===== config.mk =====
export PLATFORM = sky130hd
export DESIGN_NAME = seg_scan_mux
export DESIGN_NICKNAME = d
export VERILOG_FILES = /design/src/rtl/seg_scan_mux.sv
export SDC_FILE = /design/constraint.sdc
export NUM_CORES = 1
export LEC_CHECK = 0
export ABC_AREA = 1
export BUFFER_PORTS_ARGS = -buffer_cell sky130_fd_sc_hd__buf_2
export CAP_MARGIN = 10
export CORE_AREA = 2 2 121 123
export DETAILED_ROUTE_END_ITERATION = 8
export DIE_AREA = 0 0 123 125
export GPL_TIMING_DRIVEN = 0
export MAX_ROUTING_LAYER = met4
export PLACE_DENSITY = 0.89
export SLEW_MARGIN = 20
export SYNTH_ARGS = -nofsm -noshare
export SYNTH_HDL_FRONTEND = slang
export SYNTH_SLANG_ARGS = --single-unit

===== constraint.sdc =====
create_clock -name clk_100MHz -period 1.83 [get_ports clk_100MHz]
set_input_delay 0.2745 -clock clk_100MHz [delete_from_list [all_inputs] [get_ports clk_100MHz]]
set_output_delay 0.2745 -clock clk_100MHz [all_outputs]
set_load 0.05 [all_outputs]

===== src/rtl/seg_scan_mux.sv =====
// Multiplexed seven-segment scanner for NUM_DIGITS common-anode digits.
// Double-buffered display data (pending/active), per-digit raw patterns,
// leading-zero suppression, per-digit blink and anti-ghost blanking at the
// start of every digit slot. All pin outputs are registered.
module seg_scan_mux #(
  parameter int unsigned NUM_DIGITS     = 4,
  parameter int unsigned REFRESH_CYCLES = 100000,
  parameter int unsigned BLANK_CYCLES   = 2,
  parameter int unsigned BLINK_CYCLES   = 50000000
) (
  input  logic                    clk_100MHz,
  input  logic                    rst_n,
  input  logic                    load,
  input  logic [4*NUM_DIGITS-1:0] digit_data,
  input  logic [NUM_DIGITS-1:0]   raw_mode,
  input  logic [7*NUM_DIGITS-1:0] raw_seg,
  input  logic [NUM_DIGITS-1:0]   blink_en,
  input  logic                    lz_suppress,
  output logic [0:6]              seg,
  output logic [NUM_DIGITS-1:0]   digit,
  output logic                    frame_done
);

  localparam int unsigned SelW   = (NUM_DIGITS > 1) ? $clog2(NUM_DIGITS) : 1;
  localparam int unsigned SlotW  = (REFRESH_CYCLES > 1) ? $clog2(REFRESH_CYCLES) : 1;
  localparam int unsigned BlinkW = (BLINK_CYCLES > 1) ? $clog2(BLINK_CYCLES) : 1;

  localparam logic [SelW-1:0]   SelLast   = SelW'(NUM_DIGITS - 1);
  localparam logic [SlotW-1:0]  SlotLast  = SlotW'(REFRESH_CYCLES - 1);
  localparam logic [SlotW-1:0]  SlotBlank = SlotW'(BLANK_CYCLES);
  localparam logic [BlinkW-1:0] BlinkLast = BlinkW'(BLINK_CYCLES - 1);

  // Internal patterns use [6]=a .. [0]=g; seg[0:6] maps [6] onto seg[0].
  localparam logic [6:0] PatOff  = 7'b1111111;
  localparam logic [6:0] PatDash = 7'b1111110;

  // Scan and blink timing state
  logic [SlotW-1:0]  slot_cnt_q, slot_cnt_d;
  logic [SelW-1:0]   sel_q, sel_d;
  logic [BlinkW-1:0] blink_cnt_q, blink_cnt_d;
  logic              blink_phase_q, blink_phase_d;
  logic              slot_end;
  logic              wrap;
  logic              blink_end;

  // Pending buffer (written by load)
  logic [4*NUM_DIGITS-1:0] pend_data_q;
  logic [NUM_DIGITS-1:0]   pend_raw_mode_q;
  logic [7*NUM_DIGITS-1:0] pend_raw_seg_q;
  logic [NUM_DIGITS-1:0]   pend_blink_q;
  logic                    pend_lz_q;

  // Active buffer (what the scan displays)
  logic [4*NUM_DIGITS-1:0] act_data_q;
  logic [NUM_DIGITS-1:0]   act_raw_mode_q;
  logic [7*NUM_DIGITS-1:0] act_raw_seg_q;
  logic [NUM_DIGITS-1:0]   act_blink_q;
  logic                    act_lz_q;

  // Per-digit display patterns and output selection
  logic [NUM_DIGITS-1:0] lz_blank;
  logic                  lz_run;
  logic [6:0]            digit_pat [NUM_DIGITS];
  logic [6:0]            cur_pat;
  logic                  in_blank;
  logic [NUM_DIGITS-1:0] digit_sel;

  // Registered pin drivers
  logic [6:0]            seg_q;
  logic [NUM_DIGITS-1:0] digit_q;
  logic                  frame_done_q;

  // BCD to active-low segments; non-decimal codes show a dash
  function automatic logic [6:0] decode_bcd(input logic [3:0] val);
    logic [6:0] pat;
    case (val)
      4'd0:    pat = 7'b0000001;
      4'd1:    pat = 7'b1001111;
      4'd2:    pat = 7'b0010010;
      4'd3:    pat = 7'b0000110;
      4'd4:    pat = 7'b1001100;
      4'd5:    pat = 7'b0100100;
      4'd6:    pat = 7'b0100000;
      4'd7:    pat = 7'b0001111;
      4'd8:    pat = 7'b0000000;
      4'd9:    pat = 7'b0000100;
      default: pat = PatDash;
    endcase
    return pat;
  endfunction

  // Slot timer, digit select and blink timer next-state
  always_comb begin
    slot_end      = (slot_cnt_q == SlotLast);
    wrap          = slot_end && (sel_q == SelLast);
    blink_end     = (blink_cnt_q == BlinkLast);
    slot_cnt_d    = slot_end ? '0 : slot_cnt_q + SlotW'(1);
    sel_d         = sel_q;
    if (slot_end) begin
      sel_d = wrap ? '0 : sel_q + SelW'(1);
    end
    blink_cnt_d   = blink_end ? '0 : blink_cnt_q + BlinkW'(1);
    blink_phase_d = blink_end ? ~blink_phase_q : blink_phase_q;
  end

  // Timing state registers
  always_ff @(posedge clk_100MHz or negedge rst_n) begin
    if (!rst_n) begin
      slot_cnt_q    <= '0;
      sel_q         <= '0;
      blink_cnt_q   <= '0;
      blink_phase_q <= 1'b0;
    end else begin
      slot_cnt_q    <= slot_cnt_d;
      sel_q         <= sel_d;
      blink_cnt_q   <= blink_cnt_d;
      blink_phase_q <= blink_phase_d;
    end
  end

  // Pending buffer: last load in a frame wins
  always_ff @(posedge clk_100MHz or negedge rst_n) begin
    if (!rst_n) begin
      pend_data_q     <= '0;
      pend_raw_mode_q <= '0;
      pend_raw_seg_q  <= '0;
      pend_blink_q    <= '0;
      pend_lz_q       <= 1'b0;
    end else if (load) begin
      pend_data_q     <= digit_data;
      pend_raw_mode_q <= raw_mode;
      pend_raw_seg_q  <= raw_seg;
      pend_blink_q    <= blink_en;
      pend_lz_q       <= lz_suppress;
    end
  end

  // Active buffer: commits only on the frame wrap, so a load on that same
  // edge lands in pending and waits for the following wrap.
  always_ff @(posedge clk_100MHz or negedge rst_n) begin
    if (!rst_n) begin
      act_data_q     <= '0;
      act_raw_mode_q <= '0;
      act_raw_seg_q  <= '0;
      act_blink_q    <= '0;
      act_lz_q       <= 1'b0;
    end else if (wrap) begin
      act_data_q     <= pend_data_q;
      act_raw_mode_q <= pend_raw_mode_q;
      act_raw_seg_q  <= pend_raw_seg_q;
      act_blink_q    <= pend_blink_q;
      act_lz_q       <= pend_lz_q;
    end
  end

  // Leading-zero chain from the most significant digit down; a raw-mode or
  // nonzero digit ends the run, and digit 0 is never part of it.
  always_comb begin
    lz_blank = '0;
    lz_run   = act_lz_q;
    for (int i = NUM_DIGITS - 1; i >= 1; i--) begin
      if (lz_run && !act_raw_mode_q[i] && (act_data_q[4*i +: 4] == 4'd0)) begin
        lz_blank[i] = 1'b1;
      end else begin
        lz_run = 1'b0;
      end
    end
  end

  // Per-digit pattern: raw or decoded, then suppression and blink blanking
  always_comb begin
    for (int i = 0; i < NUM_DIGITS; i++) begin
      if (act_raw_mode_q[i]) begin
        digit_pat[i] = act_raw_seg_q[7*i +: 7];
      end else begin
        digit_pat[i] = decode_bcd(act_data_q[4*i +: 4]);
      end
      if (lz_blank[i] || (blink_phase_q && act_blink_q[i])) begin
        digit_pat[i] = PatOff;
      end
    end
  end

  // Output selection for the current slot
  always_comb begin
    cur_pat   = digit_pat[sel_q];
    in_blank  = (BLANK_CYCLES != 0) && (slot_cnt_q < SlotBlank);
    digit_sel = ~(NUM_DIGITS'(1) << sel_q);
  end

  // Pin registers; reset turns every digit and segment off immediately
  always_ff @(posedge clk_100MHz or negedge rst_n) begin
    if (!rst_n) begin
      seg_q        <= PatOff;
      digit_q      <= '1;
      frame_done_q <= 1'b0;
    end else begin
      seg_q        <= cur_pat;
      digit_q      <= in_blank ? '1 : digit_sel;
      frame_done_q <= wrap;
    end
  end

  assign seg        = seg_q;
  assign digit      = digit_q;
  assign frame_done = frame_done_q;

endmodule


==> results of run 1 <==
## Yosys cell counts
master    number
clkbuf_1      20
dfrtp_1      153
clkinv_1       1
inv_1        144
and2_1         1
nand3_2        2
dfstp_2       11
or2_2          5
nand3b_1       3
o211ai_1       3
nand3_1       63
nor2_1       112
buf_6          4
nor3_4         1
nor3_1         6
a21boi_0       1
a31oi_1        3
nor4_1         2
o21ai_1       49
nand4_1       12
a21oi_1       19
xnor2_1        7
and3_1         1
nor2_2         3
o21ai_0       65
xor2_1        16
o21ai_2        4
buf_2          6
nor3_2         1
ha_1          24
nor3b_1        1
nand2_1      307
a21boi_1       1
## power by group
| part | internal (mW) | switching [mW] | total, mW | leakage, nW |
|---|---|---|---|---|
| sequential | 3.73 | 0.0286 | 3.76 | 2.13 |
| clock | 2.18 | 1.54 | 3.73 | 0.305 |
| combinational | 0.102 | 0.222 | 0.324 | 2.36 |
| total | 6.02 | 1.79 | 7.81 | 4.79 |
## worst max path at each step
stage | slack, ns | start | end
2_1_floorplan | 0.27 | slot_cnt_q[0]$_DFF_PN0_ | act_data_q[6]$_DFFE_PN0P_
3_3_place_gp | -1.86 | rst_n | pend_raw_seg_q[7]$_DFFE_PN0P_
3_5_place_dp | -0.002 | slot_cnt_q[0]$_DFF_PN0_ | act_data_q[3]$_DFFE_PN0P_
4_1_cts | 0.03 | blink_cnt_q[0]$_DFF_PN0_ | blink_cnt_q[22]$_DFF_PN0_
5_1_grt | -0.003 | act_data_q[13]$_DFFE_PN0P_ | seg[1]$_DFF_PN1_
6_report | 0.1 | sel_q[1]$_DFFE_PN0P_ | sel_q[1]$_DFFE_PN0P_
## cells by family after synthesis
group	after synthesis	synth area share, %
AOI/OAI and AO/OA	145	9.214
xor gates and xnor gates	23	2.452
adders and majority gates	24	3.655
buffers and inverters	175	8.453
DFF	164	50.12
and+or+nand+nor	520	26.10
## sequential cells by signal, indices dropped and copies added, names as in the netlist
register,count
act_raw_seg_q,28
pend_raw_seg_q,28
blink_cnt_q,26
slot_cnt_q,17
act_data_q,16
pend_data_q,16
seg,7
act_blink_q,4
act_raw_mode_q,4
digit,4
pend_blink_q,4
pend_raw_mode_q,4
sel_q,2
act_lz_q,1
blink_phase_q,1
frame_done,1
pend_lz_q,1
## worst max-delay path, delay by kind of cell, from the launching register on
family	cells	cell delay, ns
buf+inv	2	0.77
fa+ha+maj	1	0.34
flops	1	0.37
simple gates	1	0.06
compound gates	1	0.07
## placed cells by master (no fill, tap or decap), types with 7 or more instances in the layout
cell	netlist	routed
a21oi_1	19	19
buf_2	6	70
clkbuf_1	20	18
clkbuf_16	0	17
dfrtp_1	153	153
dfstp_2	11	11
ha_1	24	23
inv_1	144	144
nand2_1	307	307
nand3_1	63	62
nand4_1	12	12
nor2_1	112	108
o21ai_0	65	65
o21ai_1	49	49
xnor2_1	7	7
xor2_1	16	16
## layer usage
layer  global-route usage, %  vias up  wire length [um]  share of wire [%]
met3                   4.471       66               932                5.0
met2                   42.87      235              9211                 49
met4                   12.50        0               817                4.3
li1                        -     3473                 -                  -
met1                   32.90     3313              7849                 42
met5                       -        -                 0                  0
## timing repair
action	CTS	global route
hold buffers	1	0
setup buffers	0	2
gates resized for setup	2	16
endpoints found under the hold margin	59	0
pin swaps	1	3
endpoints found under the setup margin	39	40
## area by class of cell
| cell class | instances | area, um^2 |
|---|---|---|
| multi-input cells | 712 | 3457 |
| well taps | 184 | 230.2 |
| plain buffers | 30 | 155.1 |
| flip-flops and latches | 164 | 4118 |
| repair buffers | 70 | 392.9 |
| clock buffers | 17 | 425.4 |
| inverters | 145 | 548.0 |
| fillers | 1148 | 4683 |
| clock inverters | 15 | 193.9 |
## metrics by stage
stage / cells / worst slack [ns]
after CTS: 1335 / 0.02716
after detailed placement: 1302 / -0.002289
after global routing: 1337 / -0.003048
after floorplan: 1051 / 0.2663
final: 1337 / 0.09606
after global placement: 1301 / -1.859
==> impl_metrics.ini, run 1 <==
[synth]
yosysSeqAreaShare_pct = 50.12
synth.avg_cell_area_um2 = 7.817
synth_warnings = 0
synthesis.area_um2 = 8215
syn-num-nets = 1131
synth.top_cells.by_area = dfrtp_1 47%, nand2_1 14%, inv_1 6.6%
synth_cells = 1051
synth_cell_types = 33
yosys.area.top_type = dfrtp_1
synth_top_area_share_pct = 46.60
synth-seq-cells = 164

[timing]
setup_tns_ns = 0
timing.clock.skew_ns = 0.01133
fin_crit_ns = 1.734
setup-violations-final = 0
fmax_ghz = 0.5767
max_slew_margin_pct = 61.23
slew_viol_final = 0
holdWs_ns = 0.04725
finalHoldViolCount = 0
period_share_pct = 94.75
worstMarginPinSlew_ns = 0.5816

[critical_path]
cp_cell_sequence = clkbuf_1, clkinvlp_4, ha_1, nand2_1, o21ai_0
slowest_delay_ns = 0.41
worst_r2r_path_depth = 5
worstSetupPathType = register to register
regToRegEndpoint = sel_q[1]$_DFFE_PN0P_
regToRegSetupSlack_ns = 0.1
crit_required_ns = 2.12
crit_fanout = 10
critical_path_arrival_ns = 2.03
crit_slowest_cell = clkbuf_1
end_kind = register
r2r_start = sel_q[1]$_DFFE_PN0P_
start_kind = register

[drt]
dr.pass1.iters = 5
drc = 0
post_drt_wl_per_cell_um = 14.07
post_drt_via_cell_ratio = 5.301
drt_iter0_drc = 586
routed_wl_um = 18810
antenna_left = 0
vias = 7087

[min_path]
min_path_cells = 3
holdPathEnd = pend_blink_q[3]$_DFFE_PN0P_
hp-class = primary input to register
worstHoldStart = blink_en[3]

[global_routing]
grtUsageTotal_pct = 26.71
grt_max_degree = 98
grt_overflow = 0
grt_pass1_vias = 6813
antenna_found_initial = 0
grt_pass1_wl_um = 31440

[finish]
final_area_um2 = 9520
antenna_cells = 0
fin_util_pct = 67.03
final_nets = 1220
syn_to_final_growth_pct = 15.88
layout-drive-gt1-share_pct = 12.92

[clocking]
clock_latency_ns = 0.43
htree_num_levels = 4
cts_buffers = 17
cts.reportedPaths.clkPinSlew_ns = 0.07
cts.sinks = 164
clk_path_buf_depth = 2
cts_tree = built
root_buffer = clkbuf_16

[die]
fp.coreArea_um2 = 14200
die_width_um = 123
design.die.area_um2 = 15380
initial_core_util_pct = 57.84
ioPinCount = 68
row_count = 44
fp.dieH_um = 125

[place]
dpl_cell_area_um2 = 8813
io_buffers = 66
hpwl_um = 13400
routabilityCongestion = 0.9069

[pwr]
power_density_nw_per_um2 = 820.3
leakagePower_nw = 4.787
peakVddDrop_mv = 0.7378
total_power_mw = 7.809

[run]
maxCapViolations = 0

[status]
status = complete, no violations
Power figures use the tool's default switching activity.
==> run 2: changes to the inputs <==
--- a/config.mk
+++ b/config.mk
@@ -12,7 +12,6 @@
 export DETAILED_ROUTE_END_ITERATION = 8
 export DIE_AREA = 0 0 123 125
 export GPL_TIMING_DRIVEN = 0
-export MAX_ROUTING_LAYER = met4
 export PLACE_DENSITY = 0.89
 export SLEW_MARGIN = 20
 export SYNTH_ARGS = -nofsm -noshare
==> impl_metrics.ini, run 2 (same netlist as run 1, synthesis figures left out) <==
[finish]
reg_top3 = act_raw_seg_q (28), pend_raw_seg_q (28), blink_cnt_q (26)
syn_to_final_growth_pct = 15.57
fill_cells = 1148
final_common_cell = nand2_1
final_cell_count_no_fill = 1335
final_nets = 1218
layout_common_cells = 307 x nand2_1, 153 x dfrtp_1, 144 x inv_1
layout-drive-gt1-share_pct = 12.60
antenna_cells = 0
final_area_um2 = 9494

[place]
dpl_cell_area_um2 = 8813
place_inst = 1302
routabilityCongestion = 0.9129
io_buffers = 66
hpwl_um = 13330

[critical_path]
critical_path_arrival_ns = 2.05
crit_fanout = 10
regToRegEndpoint = act_raw_mode_q[0]$_DFFE_PN0P_
cp_common_cell = buf_6
slowest_delay_ns = 0.38
regToRegSetupSlack_ns = 0.09
critPathTopFamily = simple AND/OR/NAND/NOR gates
crit_slowest_cell = dfrtp_1
worst_r2r_path_depth = 8
crit_required_ns = 2.14
r2r_start = slot_cnt_q[0]$_DFF_PN0_
cp_cell_sequence = ha_2, nand3_2, nor3_4, nand3_4, buf_6, buf_6, nand2_1, o21ai_1
end_kind = register
start_kind = register
worstSetupPathType = register to register
cp.buffers_inverters = 2

[pwr]
switchingPower_mw = 1.802
internal-power_mw = 6.030
total_power_mw = 7.832
leakagePower_nw = 4.782
p_seq_share_pct = 48.0
p_clk_share_pct = 47.8
swShare_pct = 23.01
power_density_nw_per_um2 = 824.9
p_comb_share_pct = 4.2
peakVddDrop_mv = 0.6834

[drt]
post_drt_via_cell_ratio = 5.247
drt_iter0_drc = 507
vias = 7005
dr.pass1.iters = 5
routed_wl_um = 18740
post_drt_wl_per_cell_um = 14.04
drc = 0
antenna_left = 0

[timing]
period_share_pct = 95.29
finalHoldViolCount = 0
slew_viol_final = 0
fin_crit_ns = 1.744
max_slew_margin_pct = 59.53
fmax_ghz = 0.5735
holdWs_ns = 0.04511
timing.clock.skew_ns = 0.01228
setup-violations-final = 0
worstMarginPinSlew_ns = 0.6071

[die]
row_count = 44
initial_core_util_pct = 57.84
ioPinCount = 68
design.die.area_um2 = 15380
fp.coreArea_um2 = 14200
fp.dieH_um = 125
die_width_um = 123

[min_path]
worstHoldStart = raw_seg[3]
min_path_cells = 3
holdPathEnd = pend_raw_seg_q[3]$_DFFE_PN0P_
hp-class = primary input to register

[clocking]
root_buffer = clkbuf_16
cts.sinks = 164
postCtsSetupBuffers = 0
cts.reportedPaths.clkPinSlew_ns = 0.07
cts_tree = built
cts_buffers = 17
clk_path_buf_depth = 2
clock_latency_ns = 0.43
htree_num_levels = 4

[global_routing]
grt_overflow = 0
antenna_found_initial = 0
grt_pass1_wl_um = 31880
grt_pass1_vias = 6890
grtUsageTotal_pct = 26.29
grt_max_degree = 100

[run]
maxCapViolations = 0

[status]
status = complete, no violations
-- run 2: changes by cell type in the layout (fill, tap and decap cells not counted), moves of 2 or more --
cell	delta
nor2_1	+4
nand3_2	+3
nor2_2	-4
nand3_1	-2
clkinv_4	-4
buf_4	-2
inv_8	+3
-- run 2: how the worst max path moves through the flow --
stage                          startpoint                             to  cells past startpoint
5_1_grt        act_data_q[13]$_DFFE_PN0P_               seg[6]$_DFF_PN1_                     10
3_5_place_dp      slot_cnt_q[0]$_DFF_PN0_      act_data_q[2]$_DFFE_PN0P_                      8
2_1_floorplan     slot_cnt_q[0]$_DFF_PN0_      act_data_q[6]$_DFFE_PN0P_                      8
3_3_place_gp                        rst_n  pend_raw_seg_q[7]$_DFFE_PN0P_                      1
6_report          slot_cnt_q[0]$_DFF_PN0_  act_raw_mode_q[0]$_DFFE_PN0P_                      8
4_1_cts           slot_cnt_q[0]$_DFF_PN0_      act_data_q[1]$_DFFE_PN0P_                      8
-- run 2: timing repair --
action,CTS,global route
pin swaps,0,2
setup endpoints to repair,24,71
hold endpoints to repair,57,0
resized for setup,2,16
cloned,0,0
hold buffers,1,0
-- run 2: cell type report --
class                   count  area (um^2)  area share (%)
clock inverters            14        188.9           1.990
well taps                 184        230.2           2.425
clock buffers              18        429.2           4.520
multi-input cells         712         3446           36.29
plain buffers              30        156.4           1.647
repair buffers             68        377.9           3.980
flip-flops and latches    164         4118           43.37
inverters                 145        548.0           5.772
-- run 2: power groups by stage --
stage | Combinational, mW | Sequential [mW] | Clock, mW
detailed placement | 0.329 | 3.82 | 0
floorplan | 0.136 | 3.82 | 0
CTS | 0.336 | 3.76 | 3.79
global placement | 0.306 | 3.82 | 0
global route | 0.384 | 3.77 | 3.94
finish | 0.329 | 3.76 | 3.74
-- run 2: stage by stage --
step | TNS, ns | util [%] | worst slack, ns
finish | 0 | 66.84 | 0.08622
global route | -0.01651 | 66.84 | -0.01193
CTS | 0 | 66.53 | 0.002995
detailed placement | 0 | 62.05 | 0.003028
global placement | -291.06 | 61.79 | -1.850
floorplan | 0 | - | 0.2663
-- run 2: worst register-to-register path: stages (launching register included) --
cell and delay [ns]:
dfrtp_1 0.38, ha_2 0.22, nand3_2 0.16, nor3_4 0.22, nand3_4 0.16, buf_6 0.19, buf_6 0.15, nand2_1 0.07
o21ai_1 0.09
-- run 2: layer usage --
| metal | GRT usage [%] | vias to the layer above | share of wire [%] |
|---|---|---|---|
| met4 | 10.96 | 0 | 2.9 |
| li1 | - | 3462 | - |
| met2 | 44.23 | 205 | 51 |
| met3 | 4.471 | 47 | 4.5 |
| met1 | 33.53 | 3291 | 42 |
| met5 | 0 | - | 0 |
